File: src/rtl/inst_order_merge_pkg.sv
// inst_order_merge_pkg: shared widths and the fetch_entry_t {inst, addr, pid} record
package inst_order_merge_pkg;
  localparam int DATA_W = 32;
  localparam int ADDR_W = 32;
  localparam int PID_W = 2;
  typedef struct packed {
    logic [DATA_W-1:0] inst;
    logic [ADDR_W-1:0] addr;
    logic [PID_W-1:0] pid;
  } fetch_entry_t;
endpackage

File: src/rtl/inst_order_merge_if.sv
// inst_order_merge_if: fetch-way inputs/readies, flush, and ordered decode output; master drives, slave is the merge
interface inst_order_merge_if;
  import inst_order_merge_pkg::*;
  logic valid_way0_i, valid_way1_i, ready_way0_o, ready_way1_o;
  logic [DATA_W-1:0] inst_way0_i, inst_way1_i, inst_o;
  logic [ADDR_W-1:0] addr_way0_i, addr_way1_i, addr_o;
  logic [PID_W-1:0] pid_way0_i, pid_way1_i, pid_o, flush_pid_i;
  logic flush_i, valid_o, ready_i, order_err_o;
  modport master (
    output valid_way0_i, inst_way0_i, addr_way0_i, pid_way0_i,
    output valid_way1_i, inst_way1_i, addr_way1_i, pid_way1_i,
    output flush_i, flush_pid_i, ready_i,
    input ready_way0_o, ready_way1_o, valid_o, inst_o, addr_o, pid_o, order_err_o
  );
  modport slave (
    input valid_way0_i, inst_way0_i, addr_way0_i, pid_way0_i,
    input valid_way1_i, inst_way1_i, addr_way1_i, pid_way1_i,
    input flush_i, flush_pid_i, ready_i,
    output ready_way0_o, ready_way1_o, valid_o, inst_o, addr_o, pid_o, order_err_o
  );
endinterface

File: src/rtl/inst_order_merge_order_fifo.sv
// order_fifo: sync FIFO (clk, reset, clr flush, push/din, pop/head, count, empty); push when full dropped unless popping
module order_fifo
  import inst_order_merge_pkg::*;
#(
  parameter int DEPTH = 4,
  parameter type T = fetch_entry_t
) (
  input  logic clk,
  input  logic reset,
  input  logic clr,
  input  logic push,
  input  logic pop,
  input  T din,
  output T head,
  output logic [$clog2(DEPTH):0] count,
  output logic empty
);
  localparam int AW = $clog2(DEPTH);
  T mem_q [DEPTH];
  logic [AW:0] wp_q, wp_d, rp_q, rp_d;
  logic full, do_push, do_pop;
  always_comb begin
    empty = wp_q == rp_q;
    full = (wp_q[AW] != rp_q[AW]) && (wp_q[AW-1:0] == rp_q[AW-1:0]);
    do_pop = pop && !empty;
    do_push = push && (!full || do_pop);
    wp_d = clr ? '0 : wp_q + (AW+1)'(do_push);
    rp_d = clr ? '0 : rp_q + (AW+1)'(do_pop);
    count = wp_q - rp_q;
    head = mem_q[rp_q[AW-1:0]];
  end
  always_ff @(posedge clk) begin
    if (reset) begin
      wp_q <= '0;
      rp_q <= '0;
    end else begin
      wp_q <= wp_d;
      rp_q <= rp_d;
    end
  end
  always_ff @(posedge clk) begin
    if (do_push && !clr) mem_q[wp_q[AW-1:0]] <= din;
  end
endmodule

File: src/rtl/inst_order_merge.sv
// inst_order_merge: releases two fetch ways' results in pID order (clk, reset, bus: way inputs/readies, flush, decode output, order_err)
module inst_order_merge
  import inst_order_merge_pkg::*;
#(
  parameter int DEPTH = 4
) (
  input logic clk,
  input logic reset,
  inst_order_merge_if.slave bus
);
  localparam int CW = $clog2(DEPTH) + 1;
  fetch_entry_t din [2];
  fetch_entry_t head [2];
  fetch_entry_t hd, out_q, out_d;
  logic [CW-1:0] count [2];
  logic [1:0] empty, push, pop;
  logic [PID_W-1:0] expect_q, expect_d;
  logic valid_q, valid_d, err_q, err_d, src, head_ok, load;
  for (genvar w = 0; w < 2; w++) begin : g_way
    order_fifo #(.DEPTH(DEPTH)) u_fifo (
      .clk(clk), .reset(reset), .clr(bus.flush_i),
      .push(push[w]), .pop(pop[w]), .din(din[w]),
      .head(head[w]), .count(count[w]), .empty(empty[w])
    );
  end
  always_comb begin
    din[0] = '{inst: bus.inst_way0_i, addr: bus.addr_way0_i, pid: bus.pid_way0_i};
    din[1] = '{inst: bus.inst_way1_i, addr: bus.addr_way1_i, pid: bus.pid_way1_i};
    push = {bus.valid_way1_i, bus.valid_way0_i} & {2{!bus.flush_i}};
    src = expect_q[0];
    hd = head[src];
    head_ok = !empty[src] && hd.pid == expect_q;
    load = head_ok && (!valid_q || bus.ready_i) && !bus.flush_i;
    pop = {load && src, load && !src};
    valid_d = bus.flush_i ? 1'b0 : load ? 1'b1 : bus.ready_i ? 1'b0 : valid_q;
    out_d = load ? hd : out_q;
    expect_d = bus.flush_i ? bus.flush_pid_i : expect_q + PID_W'(load);
    err_d = !bus.flush_i && !empty[src] && hd.pid != expect_q;
  end
  always_ff @(posedge clk) begin
    if (reset) begin
      valid_q <= 1'b0;
      out_q <= '0;
      expect_q <= '0;
      err_q <= 1'b0;
    end else begin
      valid_q <= valid_d;
      out_q <= out_d;
      expect_q <= expect_d;
      err_q <= err_d;
    end
  end
  assign bus.ready_way0_o = count[0] <= CW'(DEPTH - 2);
  assign bus.ready_way1_o = count[1] <= CW'(DEPTH - 2);
  assign bus.valid_o = valid_q;
  assign bus.inst_o = out_q.inst;
  assign bus.addr_o = out_q.addr;
  assign bus.pid_o = out_q.pid;
  assign bus.order_err_o = err_q;
endmodule

File: src/flat_wrapper.sv
// flat-port wrapper written by rule: the top's interface ports become plain ports
module inst_order_merge_flat import inst_order_merge_pkg::*;
#(
  parameter int DEPTH = 4
)
  (clk, reset, bus_valid_way0_i, bus_inst_way0_i, bus_addr_way0_i, bus_pid_way0_i, bus_valid_way1_i, bus_inst_way1_i, bus_addr_way1_i, bus_pid_way1_i, bus_flush_i, bus_flush_pid_i, bus_ready_i, bus_ready_way0_o, bus_ready_way1_o, bus_valid_o, bus_inst_o, bus_addr_o, bus_pid_o, bus_order_err_o);
  inst_order_merge_if bus_i ();
  input logic clk;
  input logic reset;
  input wire logic [$bits(bus_i.valid_way0_i)-1:0] bus_valid_way0_i;
  input wire logic [$bits(bus_i.inst_way0_i)-1:0] bus_inst_way0_i;
  input wire logic [$bits(bus_i.addr_way0_i)-1:0] bus_addr_way0_i;
  input wire logic [$bits(bus_i.pid_way0_i)-1:0] bus_pid_way0_i;
  input wire logic [$bits(bus_i.valid_way1_i)-1:0] bus_valid_way1_i;
  input wire logic [$bits(bus_i.inst_way1_i)-1:0] bus_inst_way1_i;
  input wire logic [$bits(bus_i.addr_way1_i)-1:0] bus_addr_way1_i;
  input wire logic [$bits(bus_i.pid_way1_i)-1:0] bus_pid_way1_i;
  input wire logic [$bits(bus_i.flush_i)-1:0] bus_flush_i;
  input wire logic [$bits(bus_i.flush_pid_i)-1:0] bus_flush_pid_i;
  input wire logic [$bits(bus_i.ready_i)-1:0] bus_ready_i;
  output wire logic [$bits(bus_i.ready_way0_o)-1:0] bus_ready_way0_o;
  output wire logic [$bits(bus_i.ready_way1_o)-1:0] bus_ready_way1_o;
  output wire logic [$bits(bus_i.valid_o)-1:0] bus_valid_o;
  output wire logic [$bits(bus_i.inst_o)-1:0] bus_inst_o;
  output wire logic [$bits(bus_i.addr_o)-1:0] bus_addr_o;
  output wire logic [$bits(bus_i.pid_o)-1:0] bus_pid_o;
  output wire logic [$bits(bus_i.order_err_o)-1:0] bus_order_err_o;
  assign bus_i.valid_way0_i = bus_valid_way0_i;
  assign bus_i.inst_way0_i = bus_inst_way0_i;
  assign bus_i.addr_way0_i = bus_addr_way0_i;
  assign bus_i.pid_way0_i = bus_pid_way0_i;
  assign bus_i.valid_way1_i = bus_valid_way1_i;
  assign bus_i.inst_way1_i = bus_inst_way1_i;
  assign bus_i.addr_way1_i = bus_addr_way1_i;
  assign bus_i.pid_way1_i = bus_pid_way1_i;
  assign bus_i.flush_i = bus_flush_i;
  assign bus_i.flush_pid_i = bus_flush_pid_i;
  assign bus_i.ready_i = bus_ready_i;
  assign bus_ready_way0_o = bus_i.ready_way0_o;
  assign bus_ready_way1_o = bus_i.ready_way1_o;
  assign bus_valid_o = bus_i.valid_o;
  assign bus_inst_o = bus_i.inst_o;
  assign bus_addr_o = bus_i.addr_o;
  assign bus_pid_o = bus_i.pid_o;
  assign bus_order_err_o = bus_i.order_err_o;
  inst_order_merge #(.DEPTH(DEPTH)) u_core (.clk(clk), .reset(reset), .bus(bus_i));
endmodule
File: config.mk
export PLATFORM = sky130hd
export DESIGN_NAME = inst_order_merge_flat
export DESIGN_NICKNAME = d
export VERILOG_FILES = /design/src/rtl/inst_order_merge_pkg.sv /design/src/rtl/inst_order_merge_if.sv /design/src/rtl/inst_order_merge_order_fifo.sv /design/src/rtl/inst_order_merge.sv /design/src/flat_wrapper.sv
export SDC_FILE = /design/constraint.sdc
export NUM_CORES = 1
export LEC_CHECK = 0
export CORE_ASPECT_RATIO = 1.25
export CORE_MARGIN = 2
export CORE_UTILIZATION = 60
export CTS_CLUSTER_SIZE = 28
export DETAILED_ROUTE_END_ITERATION = 8
export PLACE_DENSITY = 0.83
export SLEW_MARGIN = 10
export SYNTH_ARGS = -nofsm -noshare
export SYNTH_HDL_FRONTEND = slang
export SYNTH_HIERARCHICAL = 1
export SYNTH_SLANG_ARGS = --single-unit
File: constraint.sdc
create_clock -name clk -period 16.1 [get_ports clk]
set_clock_uncertainty 0.1 [all_clocks]
set_input_delay 4.025 -clock clk [delete_from_list [all_inputs] [get_ports clk]]
set_output_delay 4.025 -clock clk [all_outputs]
set_load 0.02 [all_outputs]
# == Word-level counts from Yosys, hierarchy flattened ==
# Memory sizes are Yosys's and may differ from the RTL's. A register that Yosys moved wholly into a read port is not among the register bits.
# Cells that the tools add are included.
# op_classes
add_sub_neg,7
mul,0
n_div,0
n_lt_le_gt_ge,4
eq_ne,8
shifts,0
n_mux,14
bitwise,2
n_reduce_logical,28
# op_table
cell,n
66-bit 2-to-1 mux,3
1-bit logical AND,15
3-bit by 1-bit adder with 3-bit output,4
1-bit zero test,8
1-bit 2-to-1 mux,8
2-bit equality test,3
3-bit equality test,2
"3-bit by 2-bit less-or-equal comparator with 1-bit output, second input constant",2
2-bit 2-to-1 mux,3
3-bit subtractor,2
1-bit logical OR,3
2-bit by 1-bit adder with 2-bit output,1
2-bit AND,1
"2-bit >= comparator, second input constant",1
"1-bit by 2-bit < comparator with 1-bit output, second input constant",1
1-bit inequality test,2
2-bit inequality test,1
1-bit inverter with 2-bit output,1
2-bit nonzero test,1
2-bit OR reduction,1
# word_totals
register_bits,82
latch_bits,0
mem_bits_rw,528
rom_bits,0
inputBits,140
output_inout_bits,70
word_cells,75
mem_count,2
# mem_list
name,words,width,read_ports,rd_ports_with_merged_regs,wr,line,text
u_core.g_way[0].u_fifo.mem_q,4,66,1,1,1,inst_order_merge_order_fifo.sv:19,T mem_q [DEPTH];
u_core.g_way[1].u_fifo.mem_q,4,66,1,1,1,inst_order_merge_order_fifo.sv:19,

# == Logic depth before layout (Yosys ltp) ==
# depth
depth_word,15
depth_mapped,18
mapped_depth_nobuf,14

# == By module ==
# The synthesis kept the hierarchy.
# modules_own_cells
module,n_inst,cells_each,area_per_inst_um2,seq_area_each_um2
order_fifo,2,386,9914.5,8047.7
inst_order_merge,1,332,3348.2,1401.3

# == Worst setup path after synthesis ==
# No wires, ideal clock.
# synth_timing
kind,input to register
from,input bus_flush_i
to,"memory u_core/g_way[1].u_fifo/mem_q[2][0] (netlist bit), enable pin"
setup_ns,0.512
t_arrival_ns,8.569
t_required_ns,15.488
path_slack_ns,6.920
path_stages,8
n_path_buf,3
path_cell_list,clkbuf_1 -> nor3_4 -> and2_1 -> buf_4 -> buf_2 -> ha_1 -> and3b_1 -> a21oi_1
# synth_between
elab_chain_len,9
word_cells_on_any_way,10
classes_between,mux (2); bitwise (1); reduce/logical (7)
# synth_rtl
item,line,text
start: declaration,flat_wrapper.sv:18,input wire logic [$bits(bus_i.flush_i)-1:0] bus_flush_i;
1-bit zero test,inst_order_merge.sv:33,load = head_ok && (!valid_q || bus.ready_i) && !bus.flush_i;
1-bit logical AND,inst_order_merge.sv:33,
net u_core.load,inst_order_merge.sv:18,"logic valid_q, valid_d, err_q, err_d, src, head_ok, load;"
1-bit logical AND,inst_order_merge.sv:34,"pop = {load && src, load && !src};"
net u_core.pop[1],inst_order_merge.sv:16,"logic [1:0] empty, push, pop;"
1-bit logical AND,inst_order_merge_order_fifo.sv:25,do_pop = pop && !empty;
1-bit logical OR,inst_order_merge_order_fifo.sv:26,do_push = push && (!full || do_pop);
1-bit logical AND,inst_order_merge_order_fifo.sv:26,
1-bit logical AND,inst_order_merge_order_fifo.sv:42,if (do_push && !clr) mem_q[wp_q[AW-1:0]] <= din;
1-bit 2-to-1 mux,inst_order_merge_order_fifo.sv:42,
1-bit 2-to-1 mux (implied by the code),inst_order_merge_order_fifo.sv:42,
end: declaration,inst_order_merge_order_fifo.sv:19,
# The timed path passes the listed nets, and every way through them passes these cells.

# == Worst setup path after layout ==
# layout_timing
from,input bus_flush_i
to,"memory u_core/g_way[0].u_fifo/mem_q[1][48] (netlist bit), enable pin"
# layout_between
elab_chain_len,9
word_cells_on_any_way,10
classes_between,mux (2); bitwise (1); reduce/logical (7)
# layout_rtl
item,line
1-bit zero test,inst_order_merge.sv:33
1-bit logical AND,inst_order_merge.sv:33
1-bit logical AND,inst_order_merge.sv:34
net u_core.pop[0],inst_order_merge.sv:16
1-bit logical AND,inst_order_merge_order_fifo.sv:25
1-bit logical OR,inst_order_merge_order_fifo.sv:26
1-bit logical AND,inst_order_merge_order_fifo.sv:26
1-bit logical AND,inst_order_merge_order_fifo.sv:42
1-bit 2-to-1 mux,inst_order_merge_order_fifo.sv:42
1-bit 2-to-1 mux (implied by the code),inst_order_merge_order_fifo.sv:42
end: declaration,inst_order_merge_order_fifo.sv:19
# The timed path passes the listed nets, and every way through them passes these cells.

==> reports/results.tsv <==
stage	metric	value	unit
run_status	status	complete, no violations	
synthesis	Synth top area share	0.684	
flow_run	Max-Cap Viols	0	
cells_and_area	Storage cell area	0.0175	mm^2
synthesis	cell types occupying the most area after synthesis	edfxtp_1, mux4_2, dfxtp_1, mux2i_1, a211oi_1	
worst_setup_path	critical-path maximum fanout	69	
clock_network	Sink Count	610	
floorplan	I/O Pins	210	
cells_and_area	layout cell share with drive strength beyond 1	0.195	
clock_network	Post-CTS Setup Bufs	0	
grt	vias in the first global route	12465	
routing	initial drt markers	1238	
worst_setup_path	Critical Path Source Type	input pin	
synthesis	Post-Synthesis Net Count	1260	
routing	drt drc	0	
synthesis	Synth Flop Type	edfxtp_1	
worst_setup_path	Max stage delay on crit path	0.91	ns
clock_network	Root Driver	clkbuf_16	
worst_setup_path	Setup crit end kind	register	
routing	DR vias	11872	
timing	period utilisation layout	0.539	
routing	post-route ant nets	0	
power_and_ir_drop	P per Cell Area	115	mW/mm^2
synthesis	Synth async-reset ratio	0	
clock_network	clk buf depth	3	
clock_network	CTS tree	yes	
worst_setup_path	CP Data Arrival Time	8.78	ns
synthesis	Seq cells post-synth	610	
placement	PortBufs	209	
synthesis	Seq/Total Area, Yosys	0.755	
routing	routed wire length	52900	um
floorplan	Die H	224	um
clock_network	Clk Latency, worst-skew pair	0.59	ns
synthesis	Yosys Warn Count	6	
clock_network	H-tree levels	2	
synthesis	cell count after synthesis	1104	
synthesis	Synth top cells by count	edfxtp_1, mux4_2, dfxtp_1	
power_and_ir_drop	Lkg Pwr	8.48	nW
placement	routability cong.	0.761	
worst_setup_path	slowest CP cell	and2_4	
cells_and_area	area of the multi-input gates	0.00532	mm^2
timing	Hold Vio Cnt, Final	0	
power_and_ir_drop	worst vdd rail ir drop	0.0973	mV
clock_network	CTS buffer count	53	
timing	max_slew headroom	0.224	
synthesis	mapped cell area	0.0232	mm^2
grt	largest net degree at the start of global routing	77	
timing	Final Critical Period	8.67	ns
worst_setup_path	most used cell, CP	buf_4	
clock_network	hold_buf cts	0	
grt	GRT Residual Overflow	0	
worst_setup_path	Req. time, crit path	16.20	ns
synthesis	Yosys cell types	33	
timing	f_max	115	MHz
timing	setup TNS	0	ns
cells_and_area	Nets	1471	
timing	RSZ-0062 raised after global routing	false	
clock_network	Post-CTS Resized	0	
grt	GRT Util Overall	0.265	
synthesis	Post-synth EDFFs	528	
placement	post-detail-place hpwl	29400	um
worst_setup_path	crit-path leading delay family	buffers and inverters	
cells_and_area	filler instances	2128	
synthesis	most frequent cell after synthesis	edfxtp_1	
cells_and_area	Layout area overhead	18.7	%
cells_and_area	ANT cells	0	
timing	Slew @ Worst Pin	1.16	ns
grt	first-pass GRT wire length	78800	um
floorplan	initial core utilization	0.608	
placement	placed inst area	0.0257	mm^2
synthesis	Avg Cell Area, Syn	21.0	um^2
timing	final setup fails	0	
routing	vias per cell	6.41	
synthesis	biggest area consumer among synthesized cells	edfxtp_1	
floorplan	core area	0.0381	mm^2
cells_and_area	Finished Core Util	0.721	
worst_setup_path	Worst Setup Path Type	input pin to register	
floorplan	DIE AREA	0.0402	mm^2
floorplan	die width	180	um
grt	initial antenna violation count	0	
worst_setup_path	CP Buf/Inv Count	4	
routing	DRT Pass-1 Iters	5	
cells_and_area	Final Cell Area	0.0275	mm^2
timing	max-slew violation total from the final report	0	
worst_setup_path	crit path cell chain	clkdlybuf4s50_1 > buf_4 > nor3_4 > buf_4 > and2_4 > ha_1 > and3b_1 > a21oi_4 > buf_4	
routing	DR WL/cell	28.6	um
worst_hold_path	worst min path class	register to register	
clock_network	Reg clk slew, reported paths	0.06	ns
floorplan	Rows	80	
[state kept, by name, summed over array words and instances (netlist names)]
name	flops
u_core/g_way.u_fifo/mem_q	528
u_core/bus.addr_o	32
u_core/bus.inst_o	32
u_core/g_way.u_fifo/rp_q	6
u_core/g_way.u_fifo/wp_q	6
u_core/bus.pid_o	2
u_core/expect_q	2
u_core/bus.order_err_o	1
u_core/bus.valid_o	1
[logic make-up after synthesis]
group           Yosys count  synth area share
flops                   610             0.755
mux                     198             0.157
compound gates          150            0.0430
buf+inv                  78            0.0202
simple gates             41            0.0115
fa+ha+maj                16           0.00929
xor+xnor                 11           0.00416
[layout by cell type (no fill, tap or decap), types with 6 or more instances in the layout]
cell type / count
mux2i_1: 65
xor2_1: 6
ha_1: 14
a211oi_2: 11
clkinvlp_4: 6
clkdlybuf4s50_1: 208
mux4_2: 132
a211oi_1: 54
clkbuf_1: 8
a21oi_4: 8
dfxtp_1: 77
and2_1: 8
inv_1: 11
bufinv_16: 6
clkbuf_16: 56
clkinv_2: 7
edfxtp_1: 528
buf_4: 15
nor2_1: 9
a21oi_1: 70
clkinv_4: 6
[path summary, 6_finish.rpt]
path | from | cells after the start | to | slack (ns)
worst min register to register | u_core/bus.addr_o[0] | 2 | u_core/bus.addr_o[0] | 0.42
worst min-delay path | u_core/bus.addr_o[0] | 2 | u_core/bus.addr_o[0] | 0.42
worst max-delay path | bus_flush_i | 9 | u_core/g_way[0].u_fifo/mem_q[1][48] | 7.43
worst max register to register | u_core/g_way[0].u_fifo/rp_q[0] | 9 | u_core/g_way[0].u_fifo/mem_q[1][48] | 9.11
[worst register-to-register path: stages, from the launching register on]
cell and delay, ns:
dfxtp_4 0.73, buf_4 0.80, mux4_2 0.68, o32ai_4 0.26, buf_4 0.75, and2_4 0.97, ha_1 0.36, and3b_1 0.33
a21oi_4 0.90, buf_4 0.71
[area by class of cell]
| cell class | count | share of cell area |
|---|---|---|
| clock buffer | 66 | 0.0530 |
| clock inverter | 33 | 0.0136 |
| inverter | 11 | 0.00150 |
| multi-input combinational | 416 | 0.193 |
| sequential | 610 | 0.637 |
| tap | 492 | 0.0224 |
| timing repair buffer | 223 | 0.0798 |
[per-stage QoR]
| step | setup slack [ns] | power (mW) | hold slack, ns | cells |
|---|---|---|---|---|
| 4_1_cts | 7.40 | 3.19 | 0.428 | 1851 |
| 2_1_floorplan | 6.92 | 1.82 | 0.413 | 1104 |
| 6_report | 7.43 | 3.17 | 0.425 | 1851 |
| 3_5_place_dp | 6.88 | 1.89 | 0.419 | 1752 |
| 3_3_place_gp | 7.03 | 1.88 | 0.414 | 1752 |
| 5_1_grt | 7.22 | 3.25 | 0.448 | 1851 |
[power breakdown]
part	switching, mW	total (mW)	internal, mW
Sequential	0.00820	1.74	1.73
Combinational	0.0637	0.118	0.0541
Clock	0.568	1.32	0.748
Total	0.640	3.17	2.53
[per-layer routing]
layer / up-vias / GRT usage / wire [um]
met5: - / 0 / 0
met2: 627 / 0.464 / 28200
met3: 87 / 0.0415 / 3780
li1: 4996 / - / -
met4: 0 / 0.0921 / 1620
met1: 6162 / 0.343 / 19300
Note: power is estimated with default switching activity, not from simulation.
